**config.mk**
```make
export PLATFORM = sky130hd
export DESIGN_NAME = calc_job_sequencer
export DESIGN_NICKNAME = d
export VERILOG_FILES = /design/src/rtl/calc_job_sequencer.sv
export SDC_FILE = /design/constraint.sdc
export NUM_CORES = 1
export LEC_CHECK = 0
export CAP_MARGIN = 20
export CORE_MARGIN = 2
export CORE_UTILIZATION = 25
export DETAILED_ROUTE_END_ITERATION = 12
export DONT_BUFFER_PORTS = 1
export GPL_TIMING_DRIVEN = 0
export PLACE_DENSITY = 0.45
export SLEW_MARGIN = 20
export SYNTH_ARGS = -nofsm -noshare
export SYNTH_HDL_FRONTEND = slang
export SYNTH_SLANG_ARGS = --single-unit
```
**constraint.sdc**
```tcl
create_clock -name clk -period 2.05 [get_ports clk]
set_clock_uncertainty 0.05 [all_clocks]
set_input_delay 0.41 -clock clk [delete_from_list [all_inputs] [get_ports clk]]
set_output_delay 0.41 -clock clk [all_outputs]
set_load 0.005 [all_outputs]
```
**src/rtl/calc_job_sequencer.sv**
```systemverilog
// Calculator job sequencer: loads an operand mailbox into data RAM, runs the ARM core
// out of reset until it stores to RESULT_ADDR (or times out), then returns the result.
module calc_job_sequencer #(
    parameter logic [31:0] MBOX_BASE      = 32'h0000_0100,
    parameter logic [31:0] RESULT_ADDR    = 32'h0000_0200,
    parameter int          RESET_CYCLES   = 3,
    parameter int          TIMEOUT_CYCLES = 100,
    parameter int          CNT_W          = 8
) (
    input  logic             clk,
    input  logic             reset,
    input  logic             job_valid,
    output logic             job_ready,
    input  logic [31:0]      job_num1,
    input  logic [31:0]      job_num2,
    input  logic [1:0]       job_op,
    output logic             res_valid,
    input  logic             res_ready,
    output logic [31:0]      res_data,
    output logic             res_timeout,
    output logic [CNT_W-1:0] res_cycles,
    output logic             cpu_reset,
    input  logic             cpu_memwrite,
    input  logic [31:0]      cpu_addr,
    input  logic [31:0]      cpu_wdata,
    output logic             mem_we,
    output logic [31:0]      mem_addr,
    output logic [31:0]      mem_wdata,
    output logic             busy
);

    typedef enum logic [2:0] {
        IDLE     = 3'd0,
        LOAD0    = 3'd1,
        LOAD1    = 3'd2,
        LOAD2    = 3'd3,
        RST_HOLD = 3'd4,
        RUN      = 3'd5,
        DONE     = 3'd6
    } state_t;

    localparam logic [CNT_W-1:0] CNT_ZERO     = '0;
    localparam logic [CNT_W-1:0] CNT_ONE      = CNT_W'(1);
    localparam logic [CNT_W-1:0] RESET_LAST   = CNT_W'(RESET_CYCLES);
    localparam logic [CNT_W-1:0] TIMEOUT_LAST = CNT_W'(TIMEOUT_CYCLES);

    state_t           state_r;
    state_t           state_next_s;
    logic [CNT_W-1:0] cnt_r;
    logic [CNT_W-1:0] cnt_next_s;
    logic [31:0]      num1_r;
    logic [31:0]      num2_r;
    logic [1:0]       op_r;
    logic             job_ready_r;
    logic             res_valid_r;
    logic             res_timeout_r;
    logic [31:0]      res_data_r;
    logic [CNT_W-1:0] res_cycles_r;
    logic             accept_s;
    logic             result_hit_s;
    logic             timeout_hit_s;
    logic             mem_we_s;
    logic [31:0]      mem_addr_s;
    logic [31:0]      mem_wdata_s;

    assign accept_s      = (state_r == IDLE) && job_valid && job_ready_r;
    assign result_hit_s  = (state_r == RUN) && cpu_memwrite && (cpu_addr == RESULT_ADDR);
    assign timeout_hit_s = (state_r == RUN) && (cnt_r == TIMEOUT_LAST);

    // Next-state and shared cycle counter (reset-hold length, then RUN cycle number)
    always_comb begin
        state_next_s = state_r;
        cnt_next_s   = cnt_r;
        case (state_r)
            IDLE: begin
                if (accept_s) begin
                    state_next_s = LOAD0;
                end else begin
                    state_next_s = IDLE;
                end
            end
            LOAD0: state_next_s = LOAD1;
            LOAD1: state_next_s = LOAD2;
            LOAD2: begin
                state_next_s = RST_HOLD;
                cnt_next_s   = CNT_ONE;
            end
            RST_HOLD: begin
                if (cnt_r >= RESET_LAST) begin
                    state_next_s = RUN;
                    cnt_next_s   = CNT_ONE;
                end else begin
                    cnt_next_s   = cnt_r + CNT_ONE;
                end
            end
            RUN: begin
                if (result_hit_s || timeout_hit_s) begin
                    state_next_s = DONE;
                    cnt_next_s   = CNT_ZERO;
                end else begin
                    cnt_next_s   = cnt_r + CNT_ONE;
                end
            end
            DONE: begin
                if (res_valid_r && res_ready) begin
                    state_next_s = IDLE;
                end else begin
                    state_next_s = DONE;
                end
            end
            default: begin
                state_next_s = IDLE;
                cnt_next_s   = CNT_ZERO;
            end
        endcase
    end

    // State, handshake flags and latched operands
    always_ff @(posedge clk) begin
        if (!reset) begin
            state_r     <= IDLE;
            cnt_r       <= CNT_ZERO;
            job_ready_r <= 1'b0;
            res_valid_r <= 1'b0;
            num1_r      <= 32'h0000_0000;
            num2_r      <= 32'h0000_0000;
            op_r        <= 2'b00;
        end else begin
            state_r     <= state_next_s;
            cnt_r       <= cnt_next_s;
            job_ready_r <= (state_next_s == IDLE);
            res_valid_r <= (state_next_s == DONE);
            if (accept_s) begin
                num1_r <= job_num1;
                num2_r <= job_num2;
                op_r   <= job_op;
            end
        end
    end

    // Result capture; a result store on the timeout cycle takes priority
    always_ff @(posedge clk) begin
        if (!reset) begin
            res_data_r    <= 32'h0000_0000;
            res_timeout_r <= 1'b0;
            res_cycles_r  <= CNT_ZERO;
        end else if (result_hit_s) begin
            res_data_r    <= cpu_wdata;
            res_timeout_r <= 1'b0;
            res_cycles_r  <= cnt_r;
        end else if (timeout_hit_s) begin
            res_data_r    <= 32'hFFFF_FFFF;
            res_timeout_r <= 1'b1;
            res_cycles_r  <= TIMEOUT_LAST;
        end
    end

    // Data-RAM write port mux: mailbox writes, then core passthrough while it runs
    always_comb begin
        mem_we_s    = 1'b0;
        mem_addr_s  = 32'h0000_0000;
        mem_wdata_s = 32'h0000_0000;
        case (state_r)
            LOAD0: begin
                mem_we_s    = 1'b1;
                mem_addr_s  = MBOX_BASE;
                mem_wdata_s = num1_r;
            end
            LOAD1: begin
                mem_we_s    = 1'b1;
                mem_addr_s  = MBOX_BASE + 32'd4;
                mem_wdata_s = num2_r;
            end
            LOAD2: begin
                mem_we_s    = 1'b1;
                mem_addr_s  = MBOX_BASE + 32'd8;
                mem_wdata_s = {30'b0, op_r};
            end
            RUN: begin
                mem_we_s    = cpu_memwrite;
                mem_addr_s  = cpu_addr;
                mem_wdata_s = cpu_wdata;
            end
            default: begin
                mem_we_s    = 1'b0;
                mem_addr_s  = 32'h0000_0000;
                mem_wdata_s = 32'h0000_0000;
            end
        endcase
    end

    // No RAM write may slip through while the sequencer is being reset mid-job
    assign mem_we      = mem_we_s & reset;
    assign mem_addr    = mem_addr_s;
    assign mem_wdata   = mem_wdata_s;
    assign cpu_reset   = (state_r != RUN);
    assign busy        = (state_r != IDLE);
    assign job_ready   = job_ready_r;
    assign res_valid   = res_valid_r;
    assign res_data    = res_data_r;
    assign res_timeout = res_timeout_r;
    assign res_cycles  = res_cycles_r;

endmodule

```
==> results.yml <==
synth:
  syn_nets: 871
  yosysWarningCount: 0
  syn_area_mm2: 0.00600
  synth_seq_cells: 120
  synthTopCellsByArea: "dfxtp_1 (40%), nand2_1 (11%), a21boi_0 (8.1%), nor3b_2 (7.1%), mux2i_1 (5.0%)"
  syn-mean-instance-area_um2: 8.18
  ys_top_cells_by_count: "nand2_1 (179), dfxtp_1 (120), a21boi_0 (65)"
  seq_area_frac_synth: 0.400
  synth_top_flop_cell: "dfxtp_1"
  yosys.area.top_type: "dfxtp_1"
  synth_top_area_frac: 0.400
  synth_most_common_cell: "nand2_1"
  synth_edf_count: 0
  syn_inst: 734
  synth-async-reset-ratio: 0
  netlist-cell-type-count: 45
routing:
  viasPerCell: 4.85
  avgRoutedWirePerCell_um: 21.7
  drc: 0
  vias: 5361
  postRouteAntennaNets: 0
  wl_mm: 24.0
  firstDrtPassIters: 4
  drtIter0Drc: 237
worst_setup_path:
  worst_setup_path_end_kind: "output port"
  start_kind: "register"
  crit_fanout: 8
  cp_data_arrival_time_ns: 1.62
  path_class: "reg -> out"
  cp.required_ns: 1.59
clock_tree:
  clock_latency_ns: 0.42
  cts_hold_buf: 0
  cts-root-buf: "clkbuf_16"
  cts_max_path_buffers: 2
  path_clk_slew_ns: 0.06
  cts_htree_levels: 4
  cts_tree: "built"
  clock_sinks: 120
  cts_buffers: 17
finish:
  finalNonFillerCells: 1106
  drive_above_1_share: 0.269
  finalNetCount: 911
  seq_area_mm2: 0.00241
  multi_input_area_mm2: 0.00374
  fillers: 2559
  antenna_cells: 0
  area_growth_pct: 32.0
power:
  ir_worst_vdd_v: 0.000470
  p_comb_frac: 0.167
  power_density_mw_per_mm2: 902
  p_leak_uw: 0.00289
  p_int_uw: 5070
  swShare: 0.291
  power_frac_seq: 0.363
  clkPwrFrac: 0.471
  p_switching_uw: 2080
  finalPower_uw: 7150
outcome:
  violations: "setup timing"
  status: "complete, but fails checks"
global_route:
  track_usage: 0.184
  grt_max_degree: 17
  grt_pass1_vias: 5374
  antenna_found_initial: 0
  grt_pass1_wl_mm: 34.9
  grt-ovfl-total: 0
placement:
  portBuffers: 0
  dp_slack_ns: -0.593
  dp_cells: 1053
  gp_congestion: 0.797
  dp_hpwl_mm: 17.2
sta:
  drv_slew: 0
  period_needed_ns: 2.08
  setup_violations: 12
  fin_setup_tns_ns: -0.115
  rsz0062_at_grt: "yes"
  fmax_mhz: 481
  slew_headroom: 0.533
  hold_viol_final: 0
  tightestPinTransition_ns: 0.700
  finalWorstSetupSlack_ns: -0.0288
  fin_crit_sh: 1.01
floorplan:
  row_count: 56
  die_h_um: 159
  design.portCount: 245
  dieWidth_um: 159
  coreArea_mm2: 0.0235
  die_area_mm2: 0.0253
  start_util: 0.255
worst_hold_path:
  hp-class: "in -> reg"
job:
  cap_viol_max_count: 0
==> cell type report <==
class,instances,share of cell area
inverter,4,0.00189
sequential,120,0.305
buffer,61,0.0580
clock inverter,14,0.0267
tap,319,0.0504
clock buffer,18,0.0554
multi-input combinational,547,0.472
timing repair buffer,23,0.0306
==> kinds of logic (layout without fill, tap and decap cells) <==
logic type               Yosys count  after routing  synth area share
buffers and inverters             67            120            0.0546
AND/OR/NAND/NOR                  376            376             0.332
AO/OA/AOI/OAI                    136            136             0.155
multiplexers                      30             30            0.0500
flip-flops                       120            120             0.400
adder cells (fa/ha/maj)            2              2           0.00417
XOR/XNOR                           3              3           0.00438
==> final timing paths <==
path / from / end / slack, ns / depth (start not counted)
max: state_r[2]$_SDFF_PN0_ / mem_wdata[3] / -0.03 / 5
max reg2reg: state_r[1]$_SDFF_PN0_ / res_cycles[3]$_SDFFE_PN0P_ / 0.10 / 9
min: job_num2[16] / num2_r[16]$_SDFFE_PN0P_ / 0.08 / 2
min reg2reg: num1_r[10]$_SDFFE_PN0P_ / num1_r[10]$_SDFFE_PN0P_ / 0.40 / 2
==> through the flow <==
step           hold slack (ns)  utilization  instance area (um^2)
4_1_cts                 0.0629        0.321                  7570
2_1_floorplan            0.384            -                  6000
3_5_place_dp             0.400        0.272                  6400
6_report                0.0751        0.337                  7920
3_3_place_gp             0.392        0.272                  6400
5_1_grt                 0.0611        0.337                  7920
==> what timing repair did <==
action	4_1_cts	5_1_grt
gates resized for setup	131	78
pin swaps	2	13
gates cloned	2	1
setup buffers	14	7
endpoints found under the setup margin	106	124
==> critical path: stages (launching register included) <==
cell	delay, ns
dfxtp_4	0.39
buf_8	0.13
buf_12	0.13
buf_16	0.17
mux2i_4	0.27
o21ai_4	0.09
==> layout by cell type, fill, tap and decap left out, types with 12 or more instances in the layout <==
cell type    n
o21ai_2     17
and3_1      33
mux2i_1     15
o21ai_4     12
nor2_1      39
nand2_1    163
nor3_1      36
clkbuf_1    19
nor3b_2     34
dfxtp_1    116
clkbuf_16   19
a21boi_0    65
nand3_1     18
buf_4       30
==> power groups by stage <==
stage                     Combinational (uW)  Sequential, uW  Clock [uW]
after global routing                    1310            2610        3520
after floorplan                          582            2590           0
final                                   1190            2590        3360
after detailed placement                 870            2610           0
after global placement                   867            2610           0
after CTS                               1100            2560        3430
==> flip-flops by register name, indices dropped and copies added, names as in the netlist <==
signal	cells
num1_r	32
num2_r	32
res_data	32
cnt_r	8
res_cycles	8
state_r	3
op_r	2
job_ready	1
res_timeout	1
res_valid	1
==> per-layer routing <==
layer / share of wire / wire [um] / vias to the layer above / GRT usage
li1: - / - / 2614 / -
met1: 0.45 / 10700 / 2556 / 0.235
met2: 0.46 / 11000 / 172 / 0.296
met3: 0.083 / 1990 / 19 / 0.0714
met4: 0.014 / 324 / 0 / 0.0421
met5: 0 / 0 / - / 0
No activity file was read; power rests on OpenSTA's default activity.
